`src/rtl/msdap_frame_tx.sv`:
```
`default_nettype none
// ============================================================================
// Module      : msdap_frame_tx
// Description : Multi-channel serial frame transmitter for the MSDAP serial
//               input port. Sequences the Rj, coefficient and data load
//               phases and serialises one parallel word per frame, MSB first,
//               with Frame marking the MSB bit.
//
// Ports
//   Dclk          bit clock, one serial bit per rising edge
//   Reset_n       asynchronous active-low reset
//   start         one-cycle pulse, begins a load sequence from IDLE
//   skip_cfg      sampled with start; 1 = go straight to the data phase
//   dut_in_ready  MSDAP InReady; releases the wait state
//   word_valid    upstream word available
//   word_data     channel c in bits [c*FRAME_W +: FRAME_W]
//   word_rst      data-phase only: pulse Reset_out during this frame
//   word_ready    word taken when word_valid & word_ready
//   Frame         high during the MSB bit of each frame
//   Input         serial data, one bit per channel
//   Reset_out     in-band reset pulse, one bit cycle at bit RST_BIT
//   phase         0 idle/wait, 1 Rj, 2 coefficients, 3 data
//   underrun      sticky, set when a frame boundary finds no word
//
// Revision    : 1.0  initial release
// ============================================================================
module msdap_frame_tx #(
    parameter int CHANNELS   = 2,
    parameter int FRAME_W    = 16,
    parameter int RJ_WORDS   = 16,
    parameter int RJ_BITS    = 8,
    parameter int COEF_WORDS = 512,
    parameter int COEF_BITS  = 9,
    parameter int RST_BIT    = 13
) (
    input  logic                        Dclk,
    input  logic                        Reset_n,
    input  logic                        start,
    input  logic                        skip_cfg,
    input  logic                        dut_in_ready,
    input  logic                        word_valid,
    input  logic [CHANNELS*FRAME_W-1:0] word_data,
    input  logic                        word_rst,
    output logic                        word_ready,
    output logic                        Frame,
    output logic [CHANNELS-1:0]         Input,
    output logic                        Reset_out,
    output logic [1:0]                  phase,
    output logic                        underrun
);

    localparam int c_max_words = (RJ_WORDS > COEF_WORDS) ? RJ_WORDS : COEF_WORDS;
    localparam int c_wcnt_w    = (c_max_words > 1) ? $clog2(c_max_words) : 1;
    localparam int c_bcnt_w    = (FRAME_W > 1) ? $clog2(FRAME_W) : 1;

    localparam logic [c_bcnt_w-1:0] c_bit_msb   = c_bcnt_w'(FRAME_W - 1);
    localparam logic [c_bcnt_w-1:0] c_bit_rst   = c_bcnt_w'(RST_BIT);
    localparam logic [c_wcnt_w-1:0] c_rj_last   = c_wcnt_w'(RJ_WORDS - 1);
    localparam logic [c_wcnt_w-1:0] c_coef_last = c_wcnt_w'(COEF_WORDS - 1);
    localparam logic [FRAME_W-1:0]  c_rj_mask   = FRAME_W'((64'd1 << RJ_BITS) - 64'd1);
    localparam logic [FRAME_W-1:0]  c_coef_mask = FRAME_W'((64'd1 << COEF_BITS) - 64'd1);

    // Low two bits of the state code are the phase output, so phase is a
    // direct register slice.
    localparam logic [2:0] c_st_idle = 3'b000;
    localparam logic [2:0] c_st_wait = 3'b100;
    localparam logic [2:0] c_st_rj   = 3'b001;
    localparam logic [2:0] c_st_coef = 3'b010;
    localparam logic [2:0] c_st_data = 3'b011;

    logic [2:0]          r_state;
    logic                r_skip;
    logic                r_word_ready;
    logic                r_active;
    logic [c_bcnt_w-1:0] r_bitcnt;
    logic [c_wcnt_w-1:0] r_wcnt;
    logic                r_last;
    logic                r_frame;
    logic                r_rst_pend;
    logic                r_reset_out;
    logic                r_underrun;

    logic                w_in_phase;
    logic                w_accept;
    logic                w_boundary;
    logic                w_phase_end;
    logic [2:0]          w_next_state;
    logic [2:0]          w_cur_state;
    logic [c_wcnt_w-1:0] w_wcnt_base;
    logic                w_last_word;
    logic                w_shift;
    logic                w_clear;
    logic                w_rst_en;
    logic [c_bcnt_w-1:0] w_bit_dec;
    logic [FRAME_W-1:0]  w_mask;

    // A word accepted on the last bit of a phase's final frame already
    // belongs to the following phase, so masking and word counting use the
    // phase that will be current after this edge (w_cur_state).
    always_comb begin
        w_in_phase   = (r_state == c_st_rj) || (r_state == c_st_coef) ||
                       (r_state == c_st_data);
        w_accept     = w_in_phase && r_word_ready && word_valid;
        w_boundary   = r_active && (r_bitcnt == '0);
        w_phase_end  = w_boundary && r_last;
        w_next_state = (r_state == c_st_rj) ? c_st_coef : c_st_data;
        w_cur_state  = w_phase_end ? w_next_state : r_state;
        w_wcnt_base  = w_phase_end ? '0 : r_wcnt;
        w_last_word  = ((w_cur_state == c_st_rj)   && (w_wcnt_base == c_rj_last)) ||
                       ((w_cur_state == c_st_coef) && (w_wcnt_base == c_coef_last));
        w_shift      = w_in_phase && !w_accept && r_active && (r_bitcnt != '0);
        w_clear      = w_in_phase && !w_accept && !w_shift;
        w_rst_en     = (w_cur_state == c_st_data) && word_rst;
        w_bit_dec    = r_bitcnt - c_bcnt_w'(1);
        if (w_cur_state == c_st_rj) begin
            w_mask = c_rj_mask;
        end else if (w_cur_state == c_st_coef) begin
            w_mask = c_coef_mask;
        end else begin
            w_mask = '1;
        end
    end

    // Control and sequencing
    always_ff @(posedge Dclk or negedge Reset_n) begin
        if (!Reset_n) begin
            r_state      <= c_st_idle;
            r_skip       <= 1'b0;
            r_word_ready <= 1'b0;
            r_active     <= 1'b0;
            r_bitcnt     <= '0;
            r_wcnt       <= '0;
            r_last       <= 1'b0;
            r_frame      <= 1'b0;
            r_rst_pend   <= 1'b0;
            r_reset_out  <= 1'b0;
            r_underrun   <= 1'b0;
        end else begin
            case (r_state)
                c_st_idle: begin
                    if (start) begin
                        r_skip  <= skip_cfg;
                        r_state <= c_st_wait;
                    end
                end
                c_st_wait: begin
                    if (dut_in_ready) begin
                        r_state      <= r_skip ? c_st_data : c_st_rj;
                        r_word_ready <= 1'b1;
                    end
                end
                c_st_rj, c_st_coef, c_st_data: begin
                    if (w_phase_end) begin
                        r_state <= w_next_state;
                        r_last  <= 1'b0;
                        r_wcnt  <= '0;
                    end
                    if (w_accept) begin
                        r_active     <= 1'b1;
                        r_bitcnt     <= c_bit_msb;
                        r_frame      <= 1'b1;
                        r_word_ready <= 1'b0;
                        r_rst_pend   <= w_rst_en;
                        r_reset_out  <= w_rst_en && (c_bit_msb == c_bit_rst);
                        // The data phase has no length, so its words are not counted.
                        if (w_cur_state != c_st_data) begin
                            r_wcnt <= w_wcnt_base + c_wcnt_w'(1);
                            r_last <= w_last_word;
                        end
                    end else if (w_shift) begin
                        r_bitcnt     <= w_bit_dec;
                        r_frame      <= 1'b0;
                        r_word_ready <= (w_bit_dec == '0);
                        r_reset_out  <= r_rst_pend && (w_bit_dec == c_bit_rst);
                    end else begin
                        // Boundary or gap with no word: idle the lines and keep
                        // offering word_ready every cycle until one arrives.
                        r_active     <= 1'b0;
                        r_frame      <= 1'b0;
                        r_rst_pend   <= 1'b0;
                        r_reset_out  <= 1'b0;
                        r_word_ready <= 1'b1;
                        r_underrun   <= 1'b1;
                    end
                end
                default: begin
                    r_state <= c_st_idle;
                end
            endcase
        end
    end

    // Per-channel shift registers; r_sh holds the bits still to be sent,
    // left-aligned, while r_bit is the bit currently on the line.
    generate
        for (genvar g = 0; g < CHANNELS; g++) begin : g_ch
            logic [FRAME_W-1:0] w_word;
            logic [FRAME_W-1:0] r_sh;
            logic               r_bit;

            assign w_word = word_data[g*FRAME_W +: FRAME_W] & w_mask;

            always_ff @(posedge Dclk or negedge Reset_n) begin
                if (!Reset_n) begin
                    r_sh  <= '0;
                    r_bit <= 1'b0;
                end else if (w_accept) begin
                    r_bit <= w_word[FRAME_W-1];
                    r_sh  <= {w_word[FRAME_W-2:0], 1'b0};
                end else if (w_shift) begin
                    r_bit <= r_sh[FRAME_W-1];
                    r_sh  <= {r_sh[FRAME_W-2:0], 1'b0};
                end else if (w_clear) begin
                    r_bit <= 1'b0;
                    r_sh  <= '0;
                end
            end

            assign Input[g] = r_bit;
        end
    endgenerate

    assign word_ready = r_word_ready;
    assign Frame      = r_frame;
    assign Reset_out  = r_reset_out;
    assign phase      = r_state[1:0];
    assign underrun   = r_underrun;

endmodule
`default_nettype wire

```
`config.mk`:
```
export PLATFORM = sky130hd
export DESIGN_NAME = msdap_frame_tx
export DESIGN_NICKNAME = d
export VERILOG_FILES = /design/src/rtl/msdap_frame_tx.sv
export SDC_FILE = /design/constraint.sdc
export NUM_CORES = 1
export LEC_CHECK = 0
export CAP_MARGIN = 10
export CORE_MARGIN = 2
export CORE_UTILIZATION = 30
export DETAILED_ROUTE_END_ITERATION = 8
export PLACE_DENSITY = 0.49
export SYNTH_ARGS = -nofsm -noshare
export SYNTH_HDL_FRONTEND = slang
export SYNTH_SLANG_ARGS = --single-unit
```
`constraint.sdc`:
```
create_clock -name Dclk -period 3.5 [get_ports Dclk]
set_input_delay 0.7 -clock Dclk [delete_from_list [all_inputs] [get_ports Dclk]]
set_output_delay 0.7 -clock Dclk [all_outputs]
set_load 0.02 [all_outputs]
```
* Word level (Yosys, flattened, before mapping)
Index checks and enable logic that the tools add are counted.
** Word-level totals
- Input port bits :: 39
- Register bits after elaboration :: 58
- Word-level logic and storage cells :: 102
- Output and inout port bits :: 8
** Cells by class
- Add/sub/neg operators :: 2
- Equal/unequal tests :: 14
- Bitwise gates (word level) :: 4
- Multiplexer cells :: 36
- Reductions and logical operators :: 31
** Operators with widths (number)
- $mux 16 :: 7
- $and 16x16->16 :: 2
- $mux 9 :: 3
- $mux 1 :: 18
- $eq 3x2->1 const B :: 4
- $logic_and 1x1->1 :: 12
- $reduce_and 2->1 :: 5
- $add 9x1->9 const B :: 1
- $eq 9x4->1 const B :: 1
- $eq 9x9->1 const B :: 1
- $mux 3 :: 3
- $pmux 3 s3 :: 1
- $logic_not 4->1 :: 2
- $mux 4 :: 2
- $eq 3x1->1 const B :: 2
- $ne 2x2->1 const B :: 3
- $eq 4x4->1 const B :: 1
- $reduce_bool 2->1 :: 2
- $reduce_bool 4->1 :: 1
- $sub 4x1->4 const B :: 1
- $eq 3x3->1 const B :: 1
- $logic_not 3->1 :: 1
- $logic_or 1x1->1 :: 3
- $ne 3x2->1 const B :: 1
- 7 further kinds :: 9

* Depth between registers and ports, before layout
Gate-level depths: netlist of the first run.
- Depth in word-level cells :: 14
- Gate-level depth with buffers :: 13
- Depth with buffers taken out :: 12

* Least setup slack after synthesis of the first run
OpenSTA, ideal clock, no wires.
- Path kind :: register to register
- Start point :: register r_bitcnt[0]
- End point :: register r_last
- Setup slack :: 0.767 ns
- Arrival :: 2.598 ns
- Buffers on the path :: 1
- Period minus slack after synthesis :: 2.733 ns
- Library setup time :: 0.135 ns
- Cell stages (with the launch flop) :: 14
- Data required time :: 3.365 ns
- Cells stage by stage :: dfrtp_1 > inv_1 > ha_1 > nor3b_1 > nand3_1 > clkbuf_1 > and2_1 > ha_1 > nand3_1 > nor4b_1 > ha_1 > and3_1 > o211ai_1 > o211ai_1
** Between the ends
- Word-level cells in the longest chain between the ends :: 9
- Elaborated cells on any way between the ends :: 16
- Those cells by class :: 5 x eq/ne; 5 x mux; 6 x reduce/logical
** Ends and longest elaborated chain
- start, declared :: line 75 : logic [c_bcnt_w-1:0] r_bitcnt;
- start signal, assigned :: line 160 : r_bitcnt <= c_bit_msb;
- start signal, assigned :: line 171 : r_bitcnt <= w_bit_dec;
- $logic_not 4->1 (*) :: line 104 : w_boundary = r_active && (r_bitcnt == '0);
- $logic_and 1x1->1 (*) :: line 104
- $logic_and 1x1->1 (*) :: line 105 : w_phase_end = w_boundary && r_last;
- $mux 9 or $mux 3 (tied branches)
- $eq 9x4->1 (tied with other cells) :: line 109 : w_last_word = ((w_cur_state == c_st_rj) && (w_wcnt_base == c_rj_last)) ||
- $logic_and 1x1->1, on equally long branches :: line 109, 110
- $logic_or 1x1->1 :: line 109
- $mux 1 :: line 166 : if (w_cur_state != c_st_data) begin
- $mux 1 (*) :: line 158 : if (w_accept) begin
- end signal, assigned :: line 168 : r_last <= w_last_word;
- end, declared :: line 77 : logic r_last;
Mark *: on every way between the ends. The rest lies on a longest branch, timed or not.
A chain may end at the register's enable or synchronous reset.

* Final worst setup path of the first run
Ends and elaborated chain as after synthesis.

==> results of run 1 <==
==> through the flow <==
stage                     instances  hold slack (ns)  total power [mW]  setup WS [ns]
after CTS                       484            0.475              1.85          0.668
after global placement          476            0.442              1.47          0.829
final                           484            0.469              1.83          0.662
after floorplan                 318            0.404              1.29          0.767
after global routing            484            0.487              1.97          0.385
after detailed placement        476            0.449              1.48          0.690
==> kinds of logic after synthesis <==
logic type,count (synthesis),share of synthesized area (%)
xor+xnor,4,1.21
fa+ha+maj,6,2.59
mux,2,0.735
buf+inv,35,5.49
flops,56,48.4
simple gates,119,19.7
compound gates,96,21.9
==> synth_stat cells (all sizes together), types with 3 or more instances <==
cell type   n  share of area, %
dfrtp      56                48
nor2       37               4.9
nand2      29               3.8
nand3      24               4.1
a31oi      23               5.0
a21oi      21               3.6
a32oi      14               4.2
buf        13               2.6
clkbuf     13               1.7
o21ai      13               2.2
inv         9               1.2
ha          6               2.6
and2        5               1.1
nor3        5              0.86
o211ai      4               1.0
xnor2       4               1.2
a21o        3              0.78
nand2b      3              0.65
o22ai       3              0.65
or3         3              0.65
==> area by class of cell <==
| type | count | area (um2) | area share [%] |
|---|---|---|---|
| Timing Repair Buffer | 55 | 523 | 14.7 |
| Inverter | 9 | 33.8 | 0.952 |
| Sequential cell | 56 | 1400 | 39.5 |
| Clock buffer | 5 | 68.8 | 1.94 |
| Tap cell | 129 | 161 | 4.55 |
| Multi-Input combinational cell | 227 | 1340 | 37.8 |
| Clock inverter | 3 | 21.3 | 0.599 |
==> worst max-delay path, cell delays in order (launching register included) <==
cell      delay, ns
dfrtp_1        0.41
inv_1          0.14
ha_1           0.20
nor3b_1        0.39
nand3_1        0.27
and2_1         0.24
ha_1           0.18
nand3_1        0.15
nor4b_1        0.09
ha_1           0.20
and3_1         0.17
o211ai_1       0.15
o211ai_1       0.10
==> where the power goes <==
part | switching [mW] | internal, mW | leakage [nW] | total [mW]
Sequential | 0.113 | 0.816 | 0.720 | 0.929
Clock | 0.229 | 0.143 | 0.0445 | 0.372
Combinational | 0.272 | 0.258 | 0.766 | 0.530
==> worst paths after layout <==
| check | start | endpoint | slack [ns] | cells past startpoint |
|---|---|---|---|---|
| max | r_bitcnt[0] | r_last | 0.66 | 12 |
| min | underrun | underrun | 0.47 | 1 |
| max reg2reg | r_bitcnt[0] | r_last | 0.66 | 12 |
| min reg2reg | underrun | underrun | 0.47 | 1 |
| max in group asynchronous | Reset_n | g_ch[0].r_sh[7] | 2.18 | 2 |
| min in group asynchronous | Reset_n | r_wcnt[0] | 0.55 | 1 |
==> state kept, by name (all words and copies together) (netlist names) <==
| signal | flops |
|---|---|
| r_rst_pend | 1 |
| g_ch.r_sh | 30 |
| Frame | 1 |
| r_active | 1 |
| r_last | 1 |
| underrun | 1 |
| r_bitcnt | 4 |
| r_wcnt | 9 |
| word_ready | 1 |
| Reset_out | 1 |
| r_skip | 1 |
| g_ch.r_bit | 2 |
| r_state | 3 |
==> per-layer routing <==
metal / vias to the layer above / global-route usage (%) / part of all wire (%)
met4: 0 / 3.08 / 0.61
met1: 1187 / 20.2 / 48
met2: 57 / 23.2 / 47
li1: 1221 / - / -
met3: 4 / 2.53 / 4.6
met5: - / 0 / 0
==> reports/metrics.yaml, run 1 <==
global_routing:
  grt_pass1_wl_um: 11900
  via_count_of_the_first_global_routing_pass: 2311
  grt_antenna_before_repair: 0
  grt_start_max_net_pins: 45
  globalRoute.totalOverflow: 0
  track_usage_pct: 14.3
setup_path:
  setup.worst_path.class: "reg -> reg"
  required_time_worst_endpoint_ns: 3.69
  critPathMaxFanout: 6
  worstPathArrival_ns: 3.03
  crit_path_start_kind: "register"
  worst_setup_path_end_kind: "register"
routing:
  postRouteWirelength_um: 7160
  drt-initial-drc-count: 106
  vias: 2469
  via_per_inst: 5.10
  final_antenna_net_count: 0
  drt_pre_antenna_iters: 4
  wire_per_inst_um: 14.8
  drcViolationCount: 0
yosys:
  synth.ff_latch_count: 56
  number_of_flops_mapped_to_enable_cells_by_yosys: 0
  post_synth_instance_area_um2: 2900
  yosys_most_used_dff: "dfrtp_1"
  seq_area_frac_synth_pct: 48.4
  syn_avg_cell_area_um2: 9.10
  async_flop_share_pct: 100
  netlist-cell-type-count: 49
  post_synth_inst_count: 318
  synth_warnings: 0
  synth_fp_nets: 363
finish:
  finish.utilization_pct: 38.2
  final_area_um2: 3550
  design.final.nets: 399
  most-common-layout-cells: "56 x dfrtp_1, 45 x clkdlybuf4s50_1, 36 x nor2_1"
  mostFrequentLayoutCell: "dfrtp_1"
  insertedDiodeCount: 0
  post_route_cells_drive_above_1_share_pct: 6.76
  area_growth_syn_to_layout_pct: 22.6
  layout.filler_cells: 989
timing:
  rsz_0062_raised_after_global_routing: "false"
  post-route-min-period_ns: 2.84
  post-route-period-util_pct: 81.1
  finalSetupViolations: 0
  maxSlewViolCount: 0
  fmax_ghz: 0.352
  hold_viol_final: 0
  worst_pin_slew_ns: 1.01
  finalSetupTns_ns: 0
  slew_headroom_pct: 32.5
  final.setup_skew_ns: 0.0170
place:
  gpl.final_weighted_congestion: 0.835
  dp_hpwl_um: 4830
  io_buffers: 46
  placement.cell_area_um2: 3460
pwr:
  power.ir.vdd_worst_v: 0.000204
  power_density_nw_per_um2: 516
  p_leak_nw: 1.53
clock_tree:
  cts_tree: "done"
  cts_hold_buf: 0
  cts_post_setup_buffers_inserted: 0
  cts-root-buf: "clkbuf_8"
  numClockSinks: 56
  max-clock-path-buffers: 2
  cts_resized: 0
  tritoncts.num_buffers: 5
  htree_num_levels: 2
  worstSkewPairLatency_ns: 0.32
  clkTransAtPathRegs_ns: 0.11
min_path:
  min_path_type: "reg -> reg"
floorplanning:
  ios: 47
  initial_standard_cell_utilization_of_the_core_pct: 31.2
  chip_height_um: 102
  num_rows: 35
  die_width_um: 102
  core_area_um2: 9280
  fp.dieArea_um2: 10500
job:
  cap_viol_max_count: 0
status:
  outcome: "finished, final reports clean"
No activity file was read; power rests on OpenSTA's default activity.
==> run 2: changes to the inputs <==
Clock period 3.5 ns to 2.85 ns, I/O delays scaled along.
==> reports/metrics.yaml, run 2 (synthesis gave the netlist of run 1 again) <==
clock_tree:
  clkTransAtPathRegs_ns: 0.11
  max-clock-path-buffers: 2
  cts_post_setup_buffers_inserted: 0
  tritoncts.num_buffers: 5
  cts_tree: "done"
  numClockSinks: 56
  cts_hold_buf: 0
  cts-root-buf: "clkbuf_8"
  cts_resized: 0
  htree_num_levels: 2
  worstSkewPairLatency_ns: 0.31
pwr:
  pwr-share-seq_pct: 49.1
  power_density_nw_per_um2: 643
  power.ir.vdd_worst_v: 0.000326
  p_leak_nw: 1.57
  power.net_switching_mw: 0.736
  cell_internal_pwr_mw: 1.59
  logic_gate_share_of_total_power_pct: 27.9
  power_frac_clock_pct: 23.0
  netSwitchingFraction_pct: 31.6
timing:
  worst_pin_slew_ns: 0.575
  rsz_0062_raised_after_global_routing: "false"
  post-route-min-period_ns: 2.64
  slew_headroom_pct: 61.4
  finalSetupTns_ns: 0
  final.setup_skew_ns: 0.00965
  hold_viol_final: 0
  post-route-period-util_pct: 92.7
  maxSlewViolCount: 0
  fmax_ghz: 0.379
  finalSetupViolations: 0
floorplanning:
  num_rows: 35
  core_area_um2: 9280
  chip_height_um: 102
  initial_standard_cell_utilization_of_the_core_pct: 31.2
  fp.dieArea_um2: 10500
  ios: 47
  die_width_um: 102
routing:
  final_antenna_net_count: 0
  via_per_inst: 5.03
  wire_per_inst_um: 14.5
  drt-initial-drc-count: 96
  postRouteWirelength_um: 7100
  drt_pre_antenna_iters: 4
  vias: 2459
  drcViolationCount: 0
setup_path:
  worstReg2RegEnd: "r_last"
  timing.reg2reg.setup_slack_ns: 0.21
  crit_path_start_kind: "register"
  required_time_worst_endpoint_ns: 3.05
  rr_worst_depth: 12
  worst_setup_path_end_kind: "register"
  setup.worst_path.class: "reg -> reg"
  worstPathArrival_ns: 2.84
  crit-reg2reg-launch: "r_bitcnt[0]"
  critPathMaxFanout: 5
place:
  dp_hpwl_um: 4950
  gpl.final_weighted_congestion: 0.798
  io_buffers: 46
  post-place-cells: 481
global_routing:
  grt_start_max_net_pins: 42
  grt_antenna_before_repair: 0
  grt_pass1_wl_um: 12000
  globalRoute.totalOverflow: 0
  track_usage_pct: 14.5
  via_count_of_the_first_global_routing_pass: 2434
finish:
  largest_reg_flops: 30
  post_route_cells_drive_above_1_share_pct: 8.06
  largest_registers: "g_ch.r_sh (30), r_wcnt (9), r_bitcnt (4)"
  insertedDiodeCount: 0
  layout.filler_cells: 984
  largest-register: "g_ch.r_sh"
  most-common-layout-cells: "56 x dfrtp_1, 45 x clkdlybuf4s50_1, 36 x nor2_1"
  area_growth_syn_to_layout_pct: 24.8
  design.final.nets: 404
  area.sequential_um2: 1400
  final_cell_count_no_fill: 489
  multi_input_comb_area_um2: 1350
  mostFrequentLayoutCell: "dfrtp_1"
job:
  cap_viol_max_count: 0
min_path:
  min_path_type: "in -> async"
status:
  outcome: "finished, final reports clean"
run 2: per-layer routing:
metal  GRT usage, %  wire [um]  up-vias
met3           2.33        243        6
met2           23.5       3360       43
met5              0          0        -
met1           20.4       3430     1179
met4           3.38         61        0
li1               -          -     1231
run 2: power by group through the flow:
| stage | Sequential, mW | Clock, mW | Combinational, mW |
|---|---|---|---|
| 4_1_cts | 1.14 | 0.562 | 0.663 |
| 3_5_place_dp | 1.16 | 0 | 0.662 |
| 2_1_floorplan | 1.13 | 0 | 0.456 |
| 6_report | 1.14 | 0.535 | 0.649 |
| 5_1_grt | 1.17 | 0.592 | 0.740 |
| 3_3_place_gp | 1.15 | 0 | 0.658 |
run 2: cell type report:
cell class | instances | area share (%)
Timing Repair Buffer | 60 | 15.5
Sequential cell | 56 | 38.8
Tap cell | 129 | 4.47
Multi-Input combinational cell | 227 | 37.2
Clock buffer | 6 | 2.01
Inverter | 9 | 0.935
Clock inverter | 2 | 1.07
run 2: through the flow:
| step | power [mW] | area, um2 | utilization (%) | setup slack (ns) | hold WS [ns] |
|---|---|---|---|---|---|
| 2_1_floorplan | 1.58 | 2900 | - | 0.117 | 0.274 |
| 3_3_place_gp | 1.81 | 3500 | 37.7 | 0.228 | 0.441 |
| 3_5_place_dp | 1.82 | 3500 | 37.7 | 0.0429 | 0.448 |
| 4_1_cts | 2.37 | 3610 | 38.9 | 0.0520 | 0.225 |
| 5_1_grt | 2.50 | 3610 | 38.9 | 0.0472 | 0.251 |
| 6_report | 2.33 | 3610 | 38.9 | 0.208 | 0.216 |
run 2: critical path, cell delays in order, from the launching register on:
cell and delay [ns]:
dfrtp_1 0.41, inv_1 0.15, ha_1 0.21, nor3b_2 0.29, nand3_1 0.18, and2_1 0.20, ha_1 0.19, nand3_1 0.14
nor4b_1 0.10, ha_1 0.19, and3_1 0.18, o211ai_1 0.17, o211ai_1 0.11
run 2: how the worst max path moves through the flow:
stage	to	startpoint	slack [ns]	cells past startpoint
after global placement	r_last	r_bitcnt[0]	0.23	12
after detailed placement	r_last	r_bitcnt[0]	0.04	12
final	r_last	r_bitcnt[0]	0.21	12
after CTS	r_last	r_bitcnt[0]	0.05	12
after floorplan	r_last	r_bitcnt[0]	0.12	13
after global routing	r_last	r_bitcnt[0]	0.05	12
==> run 3: changes to the inputs <==
Settings changed: REMOVE_ABC_BUFFERS set to 1, SLEW_MARGIN set to 10.
==> reports/metrics.yaml, run 3 (synthesis gave the netlist of run 1 again) <==
pwr:
  power_density_nw_per_um2: 625
  power.ir.vdd_worst_v: 0.000197
  fin_total_pwr_mw: 2.26
  p_leak_nw: 1.56
clock_tree:
  max-clock-path-buffers: 2
  tritoncts.num_buffers: 5
  cts_resized: 0
  cts_tree: "done"
  cts_hold_buf: 0
  cts_post_setup_buffers_inserted: 0
  worstSkewPairLatency_ns: 0.31
  htree_num_levels: 2
  cts-root-buf: "clkbuf_8"
  numClockSinks: 56
  clkTransAtPathRegs_ns: 0.11
setup_path:
  crit_path_start_kind: "register"
  required_time_worst_endpoint_ns: 3.04
  worst_setup_path_end_kind: "register"
  crit-reg2reg-launch: "r_bitcnt[0]"
  worstPathArrival_ns: 2.67
  timing.critical_path.from: "r_bitcnt[0]"
  setup.worst_path.class: "reg -> reg"
  critPathMaxFanout: 5
global_routing:
  globalRoute.totalOverflow: 0
  grt_antenna_before_repair: 0
  track_usage_pct: 14.7
  grt_pass1_wl_um: 12300
  via_count_of_the_first_global_routing_pass: 2537
  grt_start_max_net_pins: 36
timing:
  post-route-period-util_pct: 87.0
  fin_ws_ns: 0.371
  post-route-min-period_ns: 2.48
  finalSetupViolations: 0
  hold_viol_final: 0
  final.setup_skew_ns: 0.0107
  final.hold.worst_slack_ns: 0.230
  worst_pin_slew_ns: 0.606
  slew_headroom_pct: 59.6
  maxSlewViolCount: 0
  finalSetupTns_ns: 0
  rsz_0062_raised_after_global_routing: "false"
  fmax_ghz: 0.403
routing:
  drt_pre_antenna_iters: 4
  vias: 2502
  drcViolationCount: 0
  final_antenna_net_count: 0
  wire_per_inst_um: 14.5
  postRouteWirelength_um: 7110
  drt-initial-drc-count: 97
  via_per_inst: 5.12
place:
  pre_cts_slack_ns: 0.227
  io_buffers: 46
  gpl.final_weighted_congestion: 0.782
  dp_hpwl_um: 4890
  post-place-cells: 481
floorplanning:
  die_width_um: 102
  fp.dieArea_um2: 10500
  core_area_um2: 9280
  ios: 47
  num_rows: 35
  chip_height_um: 102
  initial_standard_cell_utilization_of_the_core_pct: 31.2
finish:
  largest-register: "g_ch.r_sh"
  area.sequential_um2: 1400
  largest_registers: "g_ch.r_sh (30), r_wcnt (9), r_bitcnt (4)"
  most-common-layout-cells: "56 x dfrtp_1, 45 x clkdlybuf4s50_1, 36 x nor2_1"
  mostFrequentLayoutCell: "dfrtp_1"
  insertedDiodeCount: 0
  design.final.nets: 404
  layout.filler_cells: 990
  final_cell_count_no_fill: 489
  multi_input_comb_area_um2: 1350
  largest_reg_flops: 30
  area_growth_syn_to_layout_pct: 24.8
  post_route_cells_drive_above_1_share_pct: 8.33
job:
  cap_viol_max_count: 0
min_path:
  min_path_type: "in -> async"
status:
  outcome: "finished, final reports clean"
run 3: changes by cell type in the layout (fill, tap and decap cells not counted):
cell,previous run,this run
buf_12,0,1
clkbuf_8,5,6
bufinv_16,1,0
inv_6,1,0
buf_4,14,13
clkbuf_1,1,0
clkinvlp_4,0,2
run 3: worst max-delay path, stage by stage (launching register included):
cell	delay, ns
dfrtp_1	0.41
inv_1	0.14
ha_1	0.20
nor3b_2	0.27
nand3_1	0.19
and2_1	0.20
ha_1	0.19
nand3_1	0.09
nor4b_1	0.07
ha_1	0.19
and3_1	0.17
o211ai_1	0.15
o211ai_1	0.10
run 3: area by class of cell:
cell class                 count  share of cell area (%)
timing repair buffer          60                    15.9
inverter                       9                   0.935
clock buffer                   6                    2.29
clock inverter                 2                   0.416
sequential                    56                    38.8
multi-input combinational    227                    37.2
tap                          129                    4.47
run 3: power breakdown:
part | switching [mW] | internal, mW | leakage [nW] | total (mW)
logic | 0.335 | 0.321 | 0.795 | 0.656
clock network | 0.268 | 0.198 | 0.0434 | 0.465
registers | 0.134 | 1.00 | 0.720 | 1.14
total | 0.736 | 1.52 | 1.56 | 2.26
run 3: metal layers:
layer | up-vias | share of wire, % | track usage [%]
met4 | 0 | 1.1 | 3.79
met5 | - | 0 | 0
met2 | 43 | 45 | 23.9
met1 | 1219 | 50 | 20.3
met3 | 7 | 3.6 | 2.53
li1 | 1233 | - | -
run 3: final timing paths:
check                                    to  slack (ns)  cells past startpoint
min reg2reg                        underrun        0.48                      1
max in group asynchronous  g_ch[0].r_sh[10]        2.05                      2
min in group Dclk                  underrun        0.48                      1
min                        g_ch[0].r_sh[14]        0.23                      1
max reg2reg                          r_last        0.37                     12
max                                  r_last        0.37                     12
run 3: stage by stage:
| stage | utilization, % | cell area [um2] |
|---|---|---|
| after floorplan | - | 2770 |
| after global placement | 37.8 | 3510 |
| after detailed placement | 37.8 | 3510 |
| after CTS | 38.9 | 3610 |
| after global routing | 38.9 | 3610 |
| final | 38.9 | 3610 |
==> edit (config.mk and constraints of run 1) <==
`COEF_WORDS`: 512 -> 256.
--- a/src/rtl/msdap_frame_tx.sv
+++ b/src/rtl/msdap_frame_tx.sv
@@ -31,3 +31,3 @@
     parameter int RJ_BITS    = 8,
-    parameter int COEF_WORDS = 512,
+    parameter int COEF_WORDS = 256,
     parameter int COEF_BITS  = 9,
Formal check against the unedited RTL: same outputs for any inputs over 10 cycles, from zero or initial values and one cycle with Reset_n low; that may be too few to reach the edited logic, so the function may still have changed.
==> edit against run 1 <==
- wire length decreased by 11%
- die area decreased by 4.9%
- via count decreased by 12%
- synthesized area shrank 5.1%
- total power rose by 3.9%
- fmax is 14% higher
- setup slack gained 350 ps
- clock power down 3%
- largest cell class unchanged
- design area is 4.9% lower
- sequential cell count down 1
==> edit: results (changes against run 1) <==
| Metric | Value |
|---|---|
| Outcome | `completed` |
| Critical Path Fanout Max | `8 (+2)` |
| Crit-path slowest cell | `nor3_1` |
| Largest net degree at the start of global routing | `26 (-42%)` |
| Peak supply drop | `0.243 mV (+19%)` |
| Final Skew | `8.64 ps (-8.35 ps)` |
| Layout cells sized above 1 | `8.61% (+1.8 points)` |
| Global-route wire length before repair | `10800 microns (-9.0%)` |
| Reg2reg setup slack | `1020 ps (+350 ps)` |
| Met1 GRT Util | `18.4% (-1.7 points)` |
| Met1 Wirelength | `2990 microns (-12%)` |
| Vias in the first global route | `2164 (-6.4%)` |
| Top cells by area, synth | `dfrtp_1, a22o_1, a21o_1, nor2_1, a221oi_1` |
| Largest regs | `g_ch.r_sh (30), r_wcnt (8), r_bitcnt (4)` |
| Critical Path AT | `2680 ps (-350 ps)` |
| Syn_area_per_cell | `10.4 sq um (+15%)` |
| Setup crit end | `r_wcnt[6]` |
| Post-synthesis mux area share | `0.774% (+0.040 points)` |
| Placed cells | `402 (-16%)` |
| Final wirelength | `6350 microns (-11%)` |
| Hold Path Class | `input port to async pin` |
| Post-synthesis compound-gate area fraction | `24.0% (+2.1 points)` |
| Area after DPL | `3290 sq um (-5.0%)` |
| Clk pwr share | `19.0% (-1.3 points)` |
| Commonest cells post-synth | `dfrtp_1, nor2_1, a21o_1, a22o_1` |
| Synth cell types | `51 (+4.1%)` |
| Routed met3 length | `304 microns (-7.3%)` |
| Vias/cell | `5.33 (+4.4%)` |
| GR Util met2 | `21.6% (-1.6 points)` |
| P_comb | `626 uW (+18%)` |
| Hold_ws | `299 ps (-170 ps)` |
| Syn nets | `307 (-15%)` |
| Adder-cell area share of the yosys netlist | `2.28% (-0.32 points)` |
| Iteration-0 DRC count of the detailed router | `116 (+9.4%)` |
| Leakage power | `0.00163 uW (+6.8%)` |
| Placer Congestion | `0.739 (-11%)` |
| Non-Filler Instances | `410 (-15%)` |
| Post-DP HPWL | `4350 microns (-9.9%)` |
| Power, Total | `1900 uW (+3.9%)` |
-- edit: changes by cell type after synthesis, sizes merged, moves of 14 or more --
cell / before / now
a21oi: 21 / 6
a21o: 3 / 17
a31oi: 23 / 4
nand2: 29 / 14
nand3: 24 / 4
a22o: 2 / 16
a32oi: 14 / 0
a221oi: 0 / 14
-- edit: cell type report --
| type | count | area [sq um] | share of cell area (%) |
|---|---|---|---|
| clock buffers | 6 | 72.6 | 2.15 |
| well taps | 108 | 135 | 4.00 |
| multi-input cells | 183 | 1250 | 37.2 |
| inverters | 3 | 11.3 | 0.334 |
| flip-flops and latches | 55 | 1380 | 40.8 |
| clock inverters | 2 | 16.3 | 0.482 |
| repair buffers | 53 | 508 | 15.1 |
-- edit: metrics by stage --
step,worst slack [ps],util [%]
detailed placement,977,37.3
global route,770,38.3
global placement,995,37.3
finish,1020,38.3
floorplan,1400,-
CTS,1000,38.3
